**config.mk**
```make
export PLATFORM = sky130hd
export DESIGN_NAME = pc_unit_flat
export DESIGN_NICKNAME = d
export VERILOG_FILES = /design/src/rtl/pc_unit_if.sv /design/src/rtl/pc_unit.sv /design/src/flat_wrapper.sv
export SDC_FILE = /design/constraint.sdc
export NUM_CORES = 1
export LEC_CHECK = 0
export ABC_AREA = 1
export BUFFER_PORTS_ARGS = -buffer_cell sky130_fd_sc_hd__buf_4
export CAP_MARGIN = 25
export CORE_MARGIN = 2
export CORE_UTILIZATION = 23
export CTS_CLUSTER_DIAMETER = 150
export DETAILED_ROUTE_END_ITERATION = 10
export PLACE_DENSITY = 0.5
export RECOVER_POWER = 25
export SLEW_MARGIN = 20
export SYNTH_ARGS = -nofsm -noshare
export SYNTH_HDL_FRONTEND = slang
export SYNTH_SLANG_ARGS = --single-unit
```
**constraint.sdc**
```tcl
create_clock -name clk -period 5.2 [get_ports clk]
set_input_delay 0.52 -clock clk [delete_from_list [all_inputs] [get_ports clk]]
set_output_delay 0.52 -clock clk [all_outputs]
set_load 0.05 [all_outputs]
```
**src/rtl/pc_unit_if.sv**
```systemverilog
// Bus bundle between the PC unit and fetch/branch control.
// The master drives the next-PC selection; the slave (pc_unit) returns the PC values.
interface pc_unit_if #(
  parameter int XLEN = 32
);
  logic            en;
  logic [1:0]      pc_sel;
  logic [XLEN-1:0] imm;
  logic [XLEN-1:0] rs1;
  logic [XLEN-1:0] pc_tmp;
  logic [XLEN-1:0] pc;
  logic [XLEN-1:0] pc_add4;
  logic [XLEN-1:0] pc_imm;
  logic [XLEN-1:0] pc_next;
  logic            misalign;

  modport master (
    output en, pc_sel, imm, rs1, pc_tmp,
    input  pc, pc_add4, pc_imm, pc_next, misalign
  );

  modport slave (
    input  en, pc_sel, imm, rs1, pc_tmp,
    output pc, pc_add4, pc_imm, pc_next, misalign
  );
endinterface

```
**src/rtl/pc_unit.sv**
```systemverilog
// Program counter with pc+4 / pc+imm adders and next-PC selection.
// Define PC_MISALIGN_CHECK_EN to flag misaligned targets and block the update on them.
module pc_unit #(
  parameter int              XLEN         = 32,
  parameter logic [XLEN-1:0] RESET_VECTOR = '0
) (
  input logic        clk,
  input logic        rst,
  pc_unit_if.slave   bus
);
  localparam logic [XLEN-1:0] LSB_CLEAR = ~{{(XLEN-1){1'b0}}, 1'b1};
  localparam logic [XLEN-1:0] FOUR      = {{(XLEN-3){1'b0}}, 3'b100};

  logic [XLEN-1:0] pc_q;
  logic [XLEN-1:0] add4;
  logic [XLEN-1:0] add_imm;
  logic [XLEN-1:0] jalr_tgt;
  logic [XLEN-1:0] nxt;
  logic            mis;
  logic            load;

  assign add4     = pc_q + FOUR;
  assign add_imm  = pc_q + bus.imm;
  assign jalr_tgt = (bus.rs1 + bus.imm) & LSB_CLEAR;

  always_comb begin
    nxt = add4;
    case (bus.pc_sel)
      2'd0:    nxt = add4;
      2'd1:    nxt = add_imm;
      2'd2:    nxt = jalr_tgt;
      default: nxt = bus.pc_tmp;
    endcase
  end

`ifdef PC_MISALIGN_CHECK_EN
  // Held PC on a misaligned target lets trap logic redirect through pc_tmp later.
  assign mis  = rst & bus.en & (nxt[1:0] != 2'b00);
  assign load = bus.en & ~mis;
`else
  assign mis  = 1'b0;
  assign load = bus.en;
`endif

  always_ff @(posedge clk or negedge rst) begin
    if (!rst) begin
      pc_q <= RESET_VECTOR;
    end else if (load) begin
      pc_q <= nxt;
    end
  end

  assign bus.pc       = pc_q;
  assign bus.pc_add4  = add4;
  assign bus.pc_imm   = add_imm;
  assign bus.pc_next  = nxt;
  assign bus.misalign = mis;
endmodule

```
**src/flat_wrapper.sv**
```systemverilog
// flat-port wrapper written by rule: the top's interface ports become plain ports
module pc_unit_flat 
#(
  parameter int              XLEN         = 32,
  parameter logic [XLEN-1:0] RESET_VECTOR = '0
)
  (clk, rst, bus_en, bus_pc_sel, bus_imm, bus_rs1, bus_pc_tmp, bus_pc, bus_pc_add4, bus_pc_imm, bus_pc_next, bus_misalign);
  pc_unit_if #(.XLEN(XLEN)) bus_i ();
  input logic clk;
  input logic rst;
  input wire logic [$bits(bus_i.en)-1:0] bus_en;
  input wire logic [$bits(bus_i.pc_sel)-1:0] bus_pc_sel;
  input wire logic [$bits(bus_i.imm)-1:0] bus_imm;
  input wire logic [$bits(bus_i.rs1)-1:0] bus_rs1;
  input wire logic [$bits(bus_i.pc_tmp)-1:0] bus_pc_tmp;
  output wire logic [$bits(bus_i.pc)-1:0] bus_pc;
  output wire logic [$bits(bus_i.pc_add4)-1:0] bus_pc_add4;
  output wire logic [$bits(bus_i.pc_imm)-1:0] bus_pc_imm;
  output wire logic [$bits(bus_i.pc_next)-1:0] bus_pc_next;
  output wire logic [$bits(bus_i.misalign)-1:0] bus_misalign;
  assign bus_i.en = bus_en;
  assign bus_i.pc_sel = bus_pc_sel;
  assign bus_i.imm = bus_imm;
  assign bus_i.rs1 = bus_rs1;
  assign bus_i.pc_tmp = bus_pc_tmp;
  assign bus_pc = bus_i.pc;
  assign bus_pc_add4 = bus_i.pc_add4;
  assign bus_pc_imm = bus_i.pc_imm;
  assign bus_pc_next = bus_i.pc_next;
  assign bus_misalign = bus_i.misalign;
  pc_unit #(.XLEN(XLEN), .RESET_VECTOR(RESET_VECTOR)) u_core (.clk(clk), .rst(rst), .bus(bus_i));
endmodule
```
==> results of run 1 <==
[power by group through the flow]
stage	combinational (mW)	clock, mW	sequential [mW]
2_1_floorplan	1.64	0	0.517
3_3_place_gp	2.67	0	0.429
3_5_place_dp	2.67	0	0.427
4_1_cts	2.67	0.298	0.423
5_1_grt	2.85	0.306	0.434
6_report	2.66	0.291	0.428
[layout make-up]
class,count,area (µm²)
fill,3899,23400
multi-input combinational,1195,5890
inverter,270,1010
sequential,32,801
tap,448,561
timing repair buffer,231,1670
clock buffer,6,129
clock inverter,1,5.00
[cell usage after synthesis, types with 5 or more instances]
master      n
or2_2      24
and2_1     13
nand2_1   642
inv_1     264
a21oi_1    61
buf_2       6
inv_2       5
xor2_1     22
dfrtp_1    32
nand4_1    14
o21ai_0    38
nor2_2      8
nor3_1     18
nand3_1   127
a21boi_0    9
a21boi_1   10
o21ai_1     7
nand3b_1    6
clkbuf_1   12
nor2_1    101
ha_1       62
[layout by cell type, fill, tap and decap left out, drive strengths merged, types with 15 or more instances in the layout]
cell type  netlist  routed
a21boi          19      19
and2            15      15
a21oi           61      61
buf              9     214
nor2           111     111
ha              62      62
nand2          644     644
nand3          129     129
o21ai           47      47
or2             24      24
nor3            23      23
clkbuf          12      23
dfrtp           32      32
inv            269     269
xor2            23      23
[worst paths after layout]
kind | from | endpoint | slack (ps) | cells past startpoint
max | u_core.bus.pc[14]$_DFFE_PN0P_ | bus_pc_next[15] | 1550 | 11
min | bus_pc_tmp[9] | u_core.bus.pc[9]$_DFFE_PN0P_ | 490 | 3
max reg2reg | u_core.bus.pc[14]$_DFFE_PN0P_ | u_core.bus.pc[15]$_DFFE_PN0P_ | 2430 | 12
min reg2reg | u_core.bus.pc[0]$_DFFE_PN0P_ | u_core.bus.pc[0]$_DFFE_PN0P_ | 630 | 2
max in group asynchronous | rst | u_core.bus.pc[22]$_DFFE_PN0P_ | 3310 | 1
min in group asynchronous | rst | u_core.bus.pc[3]$_DFFE_PN0P_ | 760 | 1
[layer usage]
metal | up-vias | wire length (µm) | GRT usage, %
met4 | 0 | 608 | 4.18
met2 | 365 | 18200 | 36.4
met3 | 30 | 2780 | 2.14
met5 | - | 0 | 0
met1 | 4658 | 19400 | 32.8
li1 | 5133 | - | -
[worst max-delay path, cell delays in order (launching register included)]
cell,delay [ps]
dfrtp_1,540
ha_1,520
nand2_1,120
inv_1,90
nand2_1,90
nor3_1,140
nand2_1,90
nand2_1,180
xor2_1,550
o21ai_2,150
a21boi_1,150
buf_4,220
[cell families (layout without fill, tap and decap cells)]
group | after synthesis | count (layout)
xor+xnor | 25 | 25
buf+inv | 291 | 508
fa+ha+maj | 64 | 64
flops | 32 | 32
simple gates | 966 | 966
other cells | 1 | 1
compound gates | 139 | 139
==> summary.md, run 1 <==
| Metric | Value |
|---|---|
| Max IR drop VDD | 0.000188 V |
| Cell row count | 67 |
| Vias | 10.2k |
| First-pass GRT wire length | 59500 µm |
| Final Util | 30.1% |
| Vias in the first global route | 9617 |
| Mapped Area | 7800 µm² |
| Syn_area_per_cell | 5.14 µm² |
| Overflow after GRT | 0 |
| CTS H-tree depth | 2 |
| Total wire length | 40900 µm |
| Max FO, Critical Path | 6 |
| Core box area | 33400 µm² |
| Post-synth top flop | dfrtp_1 |
| Ranking of synthesized cells by area | nand2_1 31%, inv_1 13%, dfrtp_1 10% |
| Highest Clock Rate | 274 MHz |
| DRT Pass-1 Iters | 6 |
| Fin. Hold Viols | 0 |
| Iteration-0 DRC Markers | 834 |
| Switching Share | 65.0% |
| Design area | 10100 µm² |
| Cts hold-fix bufs | 0 |
| Total Routing Usage GR | 22.6% |
| Measured slew at the worst slew-check pin | 1950 ps |
| Post-CTS Setup Inserts | 0 |
| CTS sink count | 32 |
| Final Max Slew Viols | 33 |
| Vias per inst | 4.67 |
| GP Congestion | 0.963 |
| Final setup viols | 0 |
| Net count, final | 1900 |
| TritonCTS buffer count | 5 |
| Max FFs per register | 32 |
| Largest net degree at the start of global routing | 43 |
| Area leader, netlist | nand2_1 |
| Post-synth EDFFs | 0 |
| Chip width | 188 µm |
| Combinational group share of total power | 78.7% |
| Syn Inst Count | 1518 |
| Placed Cells incl. Taps | 2176 |
| Hold Slack | 490 ps |
| Initial antenna violation count | 0 |
| Worst-Skew Late Latency | 290 ps |
| Post-synth top area share | 30.9% |
| Post-place instance area | 10000 µm² |
| Critical Path Sink Type | output port |
| Pre-CTS setup slack | 1730 ps |
| Die Area | 35400 µm² |
| NetSw | 2.20 mW |
| Setup CP Type | reg -> out |
| Final Cycle Share | 70.1% |
| Startpoint class of the critical path | flop |
| Post-Synth Adder-Cell Area | 10.5% |
| Leakage | 5.98 nW |
| Worst EP arrival | 3130 ps |
| Routed WL per cell | 18.8 µm |
| CTS Buffer Depth | 2 |
| DRC viols | 0 |
| Slew headroom | -29.7% |
| Die Ht | 188 µm |
| HP Class | in -> reg |
| Layout Area Growth over Synthesis | 29.0% |
| Fin cells | 2183 |
| Post-DP HPWL | 35800 µm |
| Status | finished with violations |
| Design Power | 3.38 mW |
| CTS root buf | clkbuf_16 |
| Post-Syn Nets | 1683 |
| Share of power burned in registers | 12.7% |
| CTS tree | yes |
| Complex-gate fraction of the synthesized area | 10.0% |
| Final TNS setup | 0 ps |
| Yosys warning count | 0 |
| Antenna fix cells | 0 |
| Simple-gate share of the synthesized area | 52.1% |
| Crit path required time | 4680 ps |
| Max-capacitance violation count | 1 |
| Failing checks | capacitance limit, slew limit |
| Asr flop ratio synth | 100% |
| I/O pins | 230 |
| RSZ-0062 raised after global routing | no |
| Clock network power share | 8.6% |
| Port Buf Inserts | 228 |
| Min Tclk post-route | 3650 ps |
| Post-synthesis mux area share | 0% |
| Power density over the cells | 335 nW/µm² |
| Setup Skew | 3.62 ps |
| Post-cts sizing count | 0 |
| Seq cells post-synth | 32 |
| Largest family of logic cells by synthesized area | simple AND/OR/NAND/NOR gates |
| Starting Density | 23.3% |
| Internal | 1.18 mW |
| Final ANT Viol Nets | 0 |
| Clock Pin Slew Worst Setup and Hold Paths | 50 ps |
| XOR/XNOR Fraction of Synth Area | 2.90% |
| Yosys cell types | 40 |
| Sequential fraction of the synthesis area | 10.3% |
| Final WS setup | 1550 ps |
| Layout cell share with drive strength beyond 1 | 15.7% |
No activity file was read; power rests on OpenSTA's default activity.
==> inputs of run 2 (changes only) <==
--- a/config.mk
+++ b/config.mk
@@ -5,14 +5,14 @@
 export SDC_FILE = /design/constraint.sdc
 export NUM_CORES = 1
 export LEC_CHECK = 0
-export ABC_AREA = 1
+export ABC_AREA = 0
 export BUFFER_PORTS_ARGS = -buffer_cell sky130_fd_sc_hd__buf_4
 export CAP_MARGIN = 25
 export CORE_MARGIN = 2
 export CORE_UTILIZATION = 23
 export CTS_CLUSTER_DIAMETER = 150
 export DETAILED_ROUTE_END_ITERATION = 10
-export PLACE_DENSITY = 0.5
+export PLACE_DENSITY = 0.51
 export RECOVER_POWER = 25
 export SLEW_MARGIN = 20
 export SYNTH_ARGS = -nofsm -noshare
==> constraint.sdc (replaced) <==
create_clock -name clk -period 3.7 [get_ports clk]
set_input_delay 0.37 -clock clk [delete_from_list [all_inputs] [get_ports clk]]
set_output_delay 0.37 -clock clk [all_outputs]
set_load 0.05 [all_outputs]
==> run 2 against run 1 <==
Against the previous run:
- the run still ends with capacitance limit, slew limit left
- flip-flop and latch count unchanged
- register-to-register slack worse by 1900 ps
- combinational power rose to 2.7 times the previous value
- power rose to 2.5 times the previous value
- global-route usage down 1.2 points
- final area down 7.6%
- via count down 25%
- core utilization up 4.3 points
- critical path type unchanged
- critical endpoint is now bus_pc_next[26]
- largest cell class unchanged
==> summary.md, run 2 <==
| Metric | Value |
|---|---|
| Startpoint class of the critical path | flop |
| Seq cells post-synth | 32 (unchanged) |
| Asr flop ratio synth | 100% (unchanged) |
| Max IR drop VDD | 0.000582 V (+210%) |
| I/O pins | 230 (unchanged) |
| Vias in the first global route | 7430 (-23%) |
| RSZ-0062 raised after global routing | yes |
| Post-synth top flop | dfrtp_1 |
| Min Tclk post-route | 3620 ps |
| Yosys warning count | 0 (unchanged) |
| DRC viols | 0 (unchanged) |
| Die Area | 29000 µm² (-18%) |
| Final Max Slew Viols | 33 (unchanged) |
| Design Power | 8.51 mW (+150%) |
| Layout cell share with drive strength beyond 1 | 37.3% (+22 points) |
| Port Buf Inserts | 228 (unchanged) |
| Worst-Skew Late Latency | 310 ps (+20 ps) |
| Post-DP HPWL | 25700 µm (-28%) |
| Initial antenna violation count | 0 (unchanged) |
| Overflow after GRT | 0 (unchanged) |
| Syn Inst Count | 812 (-47%) |
| CTS root buf | clkbuf_16 |
| Ranking of synthesized cells by area | dfrtp_1 13%, ha_1 12%, xnor2_1 6.9% |
| Die Ht | 170 µm (-9.6%) |
| Crit path required time | 3330 ps (-1350 ps) |
| Core box area | 27000 µm² (-19%) |
| Commonest cells post-synth | 81 x nand2_1, 66 x a21oi_1, 62 x ha_1, 55 x nor2_1, 50 x xnor2_1 |
| Max FO, Critical Path | 3 (-3) |
| Status | finished with violations |
| Setup Skew | 8.96 ps (+5.33 ps) |
| GP Congestion | 0.931 (-3.4%) |
| CTS Buffer Depth | 2 (unchanged) |
| Vias per inst | 5.42 (+16%) |
| Leakage | 4.17 nW (-30%) |
| Syn_area_per_cell | 7.82 µm² (+52%) |
| Final Cycle Share | 97.9% |
| Critical Path Sink Type | output port |
| Iteration-0 DRC Markers | 595 (-29%) |
| Final setup viols | 0 (unchanged) |
| CTS H-tree depth | 2 (unchanged) |
| Worst EP arrival | 3250 ps (+120 ps) |
| Total wire length | 31800 µm (-22%) |
| Routed WL per cell | 22.6 µm (+20%) |
| Highest Clock Rate | 276 MHz |
| Largest net degree at the start of global routing | 33 (-23%) |
| Total Routing Usage GR | 21.4% (-1.2 points) |
| Commonest non-fill, non-tap cells in the layout | 279 x buf_4, 80 x nand2_1, 64 x a21oi_1, 56 x ha_1, 52 x nor2_1 |
| Post-synth EDFFs | 0 (unchanged) |
| Commonest non-fill, non-tap cell in the layout | buf_4 |
| R2r setup slk | 550 ps (-1880 ps) |
| Filler cell count in the final layout | 2913 (-25%) |
| First-pass GRT wire length | 46400 µm (-22%) |
| Fin. Hold Viols | 0 (unchanged) |
| Clock Pin Slew Worst Setup and Hold Paths | 60 ps (about the same) |
| Yosys cell types | 78 (+95%) |
| Most frequent cell after synthesis | nand2_1 |
| Chip width | 170 µm (-9.6%) |
| Layout Area Growth over Synthesis | 46.6% |
| Sequential cell area | 808 µm² (+0.94%) |
| Final Util | 34.4% (+4.3 points) |
| Hold Slack | 423 ps (-67.2 ps) |
| Slew headroom | -52.1% (-22 points) |
| DRT Pass-1 Iters | 5 (-1) |
| Area leader, netlist | dfrtp_1 |
| Post-synth top area share | 12.6% (-18 points) |
| Max FFs per register | 32 (unchanged) |
| Max-capacitance violation count | 1 (unchanged) |
| Multi-input logic area | 5650 µm² (-4.1%) |
| CTS tree | yes |
| Cell row count | 60 (-10%) |
| Power density over the cells | 914 nW/µm² (+170%) |
| Starting Density | 23.5% (+0.17 points) |
| HP Class | in -> reg |
| Vias | 7619 (-25%) |
| Failing checks | capacitance limit, slew limit |
| Sequential fraction of the synthesis area | 12.6% (+2.3 points) |
| Mapped Area | 6350 µm² (-19%) |
| TritonCTS buffer count | 5 (unchanged) |
| Net count, final | 1230 (-35%) |
| Setup CP Type | reg -> out |
| Final ANT Viol Nets | 0 (unchanged) |
| CTS sink count | 32 (unchanged) |
| Post-Syn Nets | 977 (-42%) |
| Antenna fix cells | 0 (unchanged) |
| Measured slew at the worst slew-check pin | 2280 ps (+336 ps) |
run 2: cell types whose count changed after synthesis, sizes merged, moves of 15 or more:
cell    previous run  this run
a21boi            19         1
mux4               0        15
nand2            644        81
xnor2              2        50
a21o               4        32
and3               0        15
nor2             111        55
mux2               0        20
or2               24         3
inv              269        21
mux2i              0        15
clkbuf            12        29
nand3            129        27
run 2: routing by layer:
layer	global-route usage (%)	up-vias	wire length, µm
met4	4.65	0	544
met2	34.2	331	14300
met5	0	-	0
li1	-	3572	-
met3	3.72	33	2210
met1	30.1	3683	14700
run 2: final timing paths:
| kind | startpoint | to | depth (start not counted) |
|---|---|---|---|
| worst max-delay path | u_core.bus.pc[0]$_DFFE_PN0P_ | bus_pc_next[26] | 11 |
| worst min-delay path | bus_pc_tmp[11] | u_core.bus.pc[11]$_DFFE_PN0P_ | 3 |
| worst max register to register | u_core.bus.pc[0]$_DFFE_PN0P_ | u_core.bus.pc[22]$_DFFE_PN0P_ | 10 |
| worst min register to register | u_core.bus.pc[31]$_DFFE_PN0P_ | u_core.bus.pc[31]$_DFFE_PN0P_ | 2 |
| max in group asynchronous | rst | u_core.bus.pc[18]$_DFFE_PN0P_ | 1 |
| min in group asynchronous | rst | u_core.bus.pc[10]$_DFFE_PN0P_ | 1 |
run 2: metrics by stage:
stage	TNS [ps]	area, µm²	std cells	worst slack (ps)
floorplan	-361	6540	812	-338
global placement	0	8830	1388	18.1
detailed placement	-0.00933	8830	1388	-0.00933
CTS	0	9110	1401	13.9
global route	-29.2	9310	1407	-18.4
finish	0	9310	1407	76.8
run 2: logic make-up (layout without fill, tap and decap cells):
| group | Yosys count | in the layout | share of synthesized area [%] |
|---|---|---|---|
| simple gates | 271 | 271 | 21.1 |
| compound gates | 248 | 248 | 26.1 |
| xor+xnor | 83 | 83 | 11.4 |
| fa+ha+maj | 64 | 64 | 12.8 |
| buf+inv | 63 | 317 | 4.57 |
| mux | 50 | 50 | 11.3 |
| flops | 32 | 32 | 12.6 |
| other cells | 1 | 1 | 0.0590 |
run 2: area by class of cell:
cell class,count,share of cell area (%)
inverters,22,0.887
multi-input cells,717,60.7
well taps,341,4.58
clock inverters,3,0.457
repair buffers,287,23.3
flip-flops and latches,32,8.68
clock buffers,5,1.34
run 2: report_power, final:
| group | switching [mW] | total (mW) | internal (mW) |
|---|---|---|---|
| logic | 4.89 | 7.25 | 2.37 |
| registers | 0.240 | 0.721 | 0.481 |
| clock network | 0.219 | 0.537 | 0.318 |
run 2: critical path: stages, from the launching register on:
cell      delay (ps)
dfrtp_2          430
ha_4             180
fa_2             370
a21o_1           190
a311o_1          330
nor3b_4          200
nor3_1           200
buf_4            180
o221ai_2         160
xor2_4           230
o221a_4          300
buf_4            190
run 2: what timing repair did:
action,CTS,global route
gates resized for setup,15,41
cloned,0,0
setup endpoints to repair,16,14
hold buffers,0,0
setup buffers,5,6
pin swaps,6,12
==> inputs of run 3 (changes only) <==
--- a/config.mk
+++ b/config.mk
@@ -8,11 +8,13 @@
 export ABC_AREA = 0
 export BUFFER_PORTS_ARGS = -buffer_cell sky130_fd_sc_hd__buf_4
 export CAP_MARGIN = 25
+export CORE_ASPECT_RATIO = 1.25
 export CORE_MARGIN = 2
-export CORE_UTILIZATION = 23
+export CORE_UTILIZATION = 52
 export CTS_CLUSTER_DIAMETER = 150
+export CTS_CLUSTER_SIZE = 10
 export DETAILED_ROUTE_END_ITERATION = 10
-export PLACE_DENSITY = 0.51
+export PLACE_DENSITY = 0.91
 export RECOVER_POWER = 25
 export SLEW_MARGIN = 20
 export SYNTH_ARGS = -nofsm -noshare
==> run 3 against run 2 <==
Against the previous run:
- the flow still finishes with violations (capacitance limit, slew limit)
- power shrank 3.9%
- sequential share of layout area is 0.44 points higher
- core utilization increased by 39 points
- critical path depth fell by 1
- worst setup slack worse by 17 ps
- clock power fell by 4.8%
- global-route usage rose by 18 points
- first-iteration DRC count up 27%
- hold slack better by 41 ps
- critical path type unchanged
==> summary.md, run 3 (synthesis gave the netlist of run 2 again) <==
| Metric | Value |
|---|---|
| Highest Clock Rate | 275 MHz (-0.45%) |
| Design area | 8800 µm² (-5.5%) |
| Leakage | 4.04 nW (-3.2%) |
| Commonest non-fill, non-tap cells in the layout | 252 x buf_4, 80 x nand2_1, 66 x a21oi_1, 58 x ha_1, 54 x nor2_1 |
| Final WS setup | 60.3 ps (-16.5 ps) |
| Final TNS setup | 0 ps (unchanged) |
| Design Power | 8.18 mW (-3.9%) |
| Sequential cell area | 802 µm² (-0.77%) |
| Fin. Hold Viols | 0 (unchanged) |
| Max IR drop VDD | 0.00133 V (+130%) |
| Final Util | 73.0% (+39 points) |
| CTS Buffer Depth | 2 (unchanged) |
| Port Buf Inserts | 228 (unchanged) |
| Status | finished with violations |
| CP endpoint | bus_pc_next[22] |
| Vias per inst | 6.55 (+21%) |
| Cts hold-fix bufs | 0 (unchanged) |
| Power density over the cells | 930 nW/µm² (+1.7%) |
| Worst flop-to-flop path endpoint | u_core.bus.pc[22]$_DFFE_PN0P_ |
| CP Launch Point | u_core.bus.pc[0]$_DFFE_PN0P_ |
| Setup CP Type | reg -> out |
| Setup Skew | 6.30 ps (-2.65 ps) |
| Crit-path slowest cell | mux4_2 |
| First-pass GRT wire length | 40000 µm (-14%) |
| Slew headroom | -43.4% (+8.7 points) |
| DRC viols | 0 (unchanged) |
| Clock Pin Slew Worst Setup and Hold Paths | 70 ps (about the same) |
| Measured slew at the worst slew-check pin | 2150 ps (-130 ps) |
| Vias | 7954 (+4.4%) |
| Crit path required time | 3330 ps (about the same) |
| Die Ht | 128 µm (-25%) |
| Vias in the first global route | 7564 (+1.8%) |
| Max FO, Critical Path | 3 (unchanged) |
| CTS sink count | 32 (unchanged) |
| Layout Area Growth over Synthesis | 38.5% |
| Total Routing Usage GR | 39.8% (+18 points) |
| I/O pins | 230 (unchanged) |
| Min Tclk post-route | 3640 ps (+16.5 ps) |
| DRT Pass-1 Iters | 7 (+2) |
| Final setup viols | 0 (unchanged) |
| Chip width | 103 µm (-40%) |
| Critical Path Sink Type | output port |
| HP Class | in -> reg |
| CTS H-tree depth | 2 (unchanged) |
| Worst-Skew Late Latency | 290 ps (-20 ps) |
| Iteration-0 DRC Markers | 758 (+27%) |
| Fin cells | 1214 (-14%) |
| Worst EP arrival | 3270 ps (+20 ps) |
| Routed WL per cell | 22.2 µm (-1.7%) |
| CTS root buf | clkbuf_16 |
| Layout cell share with drive strength beyond 1 | 33.0% (-4.4 points) |
| Max FFs per register | 32 (unchanged) |
| Met1 Usage GRT | 45.9% (+16 points) |
| Worst reg-to-reg path cell count | 10 (unchanged) |
| Commonest non-fill, non-tap cell in the layout | buf_4 |
| Grt peak-use layer | met2 |
| Net count, final | 1214 (-1.3%) |
| Total wire length | 26900 µm (-15%) |
| Failing checks | capacitance limit, slew limit |
| R2r setup slk | 490 ps (-60 ps) |
| Met2 usage | 67.5% (+33 points) |
| Max-capacitance violation count | 1 (unchanged) |
| GP Congestion | 1.02 (+9.7%) |
| Crit-path cells | ha_4 -> fa_2 -> a21o_1 -> a311o_1 -> nor3b_4 -> o31ai_4 -> nand2_2 -> xor2_2 -> mux4_2 -> buf_8 |
| Die Area | 13100 µm² (-55%) |
| Overflow after GRT | 0 (unchanged) |
| Final Cycle Share | 98.4% (+0.45 points) |
| Starting Density | 52.7% (+29 points) |
| Largest net degree at the start of global routing | 33 (unchanged) |
| Placed Cells incl. Taps | 1200 (-14%) |
| M3 GR Usage | 6.89% (+3.2 points) |
| Slowest stage delay, CP | 510 ps (+80 ps) |
| CTS tree | yes |
| Post-DP HPWL | 21600 µm (-16%) |
| Final Max Slew Viols | 33 (unchanged) |
| Multi-input logic area | 5550 µm² (-1.9%) |
| Antenna fix cells | 0 (unchanged) |
| Post-place instance area | 8530 µm² (-3.4%) |
| Filler cell count in the final layout | 969 (-67%) |
| TritonCTS buffer count | 5 (unchanged) |
| Pre-CTS setup slack | 97.7 ps (+97.7 ps) |
| Startpoint class of the critical path | flop |
| Core box area | 12000 µm² (-55%) |
| Final ANT Viol Nets | 0 (unchanged) |
| Reg2reg start | u_core.bus.pc[0]$_DFFE_PN0P_ |
| Cell row count | 45 (-25%) |
| Hold Slack | 463 ps (+40.6 ps) |
| Initial antenna violation count | 0 (unchanged) |
-- run 3: changes by cell type in the layout (fill, tap and decap cells not counted), moves of 5 or more --
| cell | previous run | this run |
|---|---|---|
| clkbuf_1 | 3 | 16 |
| buf_4 | 279 | 252 |
| dfrtp_1 | 26 | 31 |
| dfrtp_2 | 6 | 1 |
-- run 3: worst max-delay path: cells and delay by family (launching register included) --
| family | cells | cell delay, ps |
|---|---|---|
| compound gates | 3 | 850 |
| fa+ha+maj | 2 | 530 |
| mux | 1 | 510 |
| flops | 1 | 430 |
| simple gates | 2 | 300 |
| xor+xnor | 1 | 180 |
| buf+inv | 1 | 170 |
-- run 3: area by class of cell --
cell class	count	share of cell area, %
Multi-Input combinational cell	717	63.1
Timing Repair Buffer	271	22.6
Sequential cell	32	9.12
Tap cell	164	2.33
Clock buffer	5	1.42
Inverter	22	0.939
Clock inverter	3	0.484
-- run 3: per-layer routing --
metal,vias up,routed length [µm]
met1,3683,9280
met2,589,13000
met5,-,0
met3,142,2670
li1,3540,-
met4,0,1980
-- run 3: worst min-delay path by stage --
stage	from	end	slack [ps]	depth (start not counted)
after global routing	bus_pc_tmp[0]	u_core.bus.pc[0]$_DFFE_PN0P_	480	3
after global placement	rst	u_core.bus.pc[22]$_DFFE_PN0P_	360	1
final	bus_pc_tmp[18]	u_core.bus.pc[18]$_DFFE_PN0P_	460	3
after detailed placement	rst	u_core.bus.pc[22]$_DFFE_PN0P_	360	1
after CTS	rst	u_core.bus.pc[15]$_DFFE_PN0P_	60	1
after floorplan	rst	u_core.bus.pc[0]$_DFFE_PN0P_	70	0
-- run 3: power breakdown --
group / internal (mW) / switching, mW
clock network: 0.317 / 0.194
logic: 2.21 / 4.76
registers: 0.478 / 0.221
-- run 3: what timing repair did --
item	4_1_cts	5_1_grt
buffers inserted	1	5
endpoints found under the setup margin	7	10
resized for setup	5	19
pin swaps	2	9
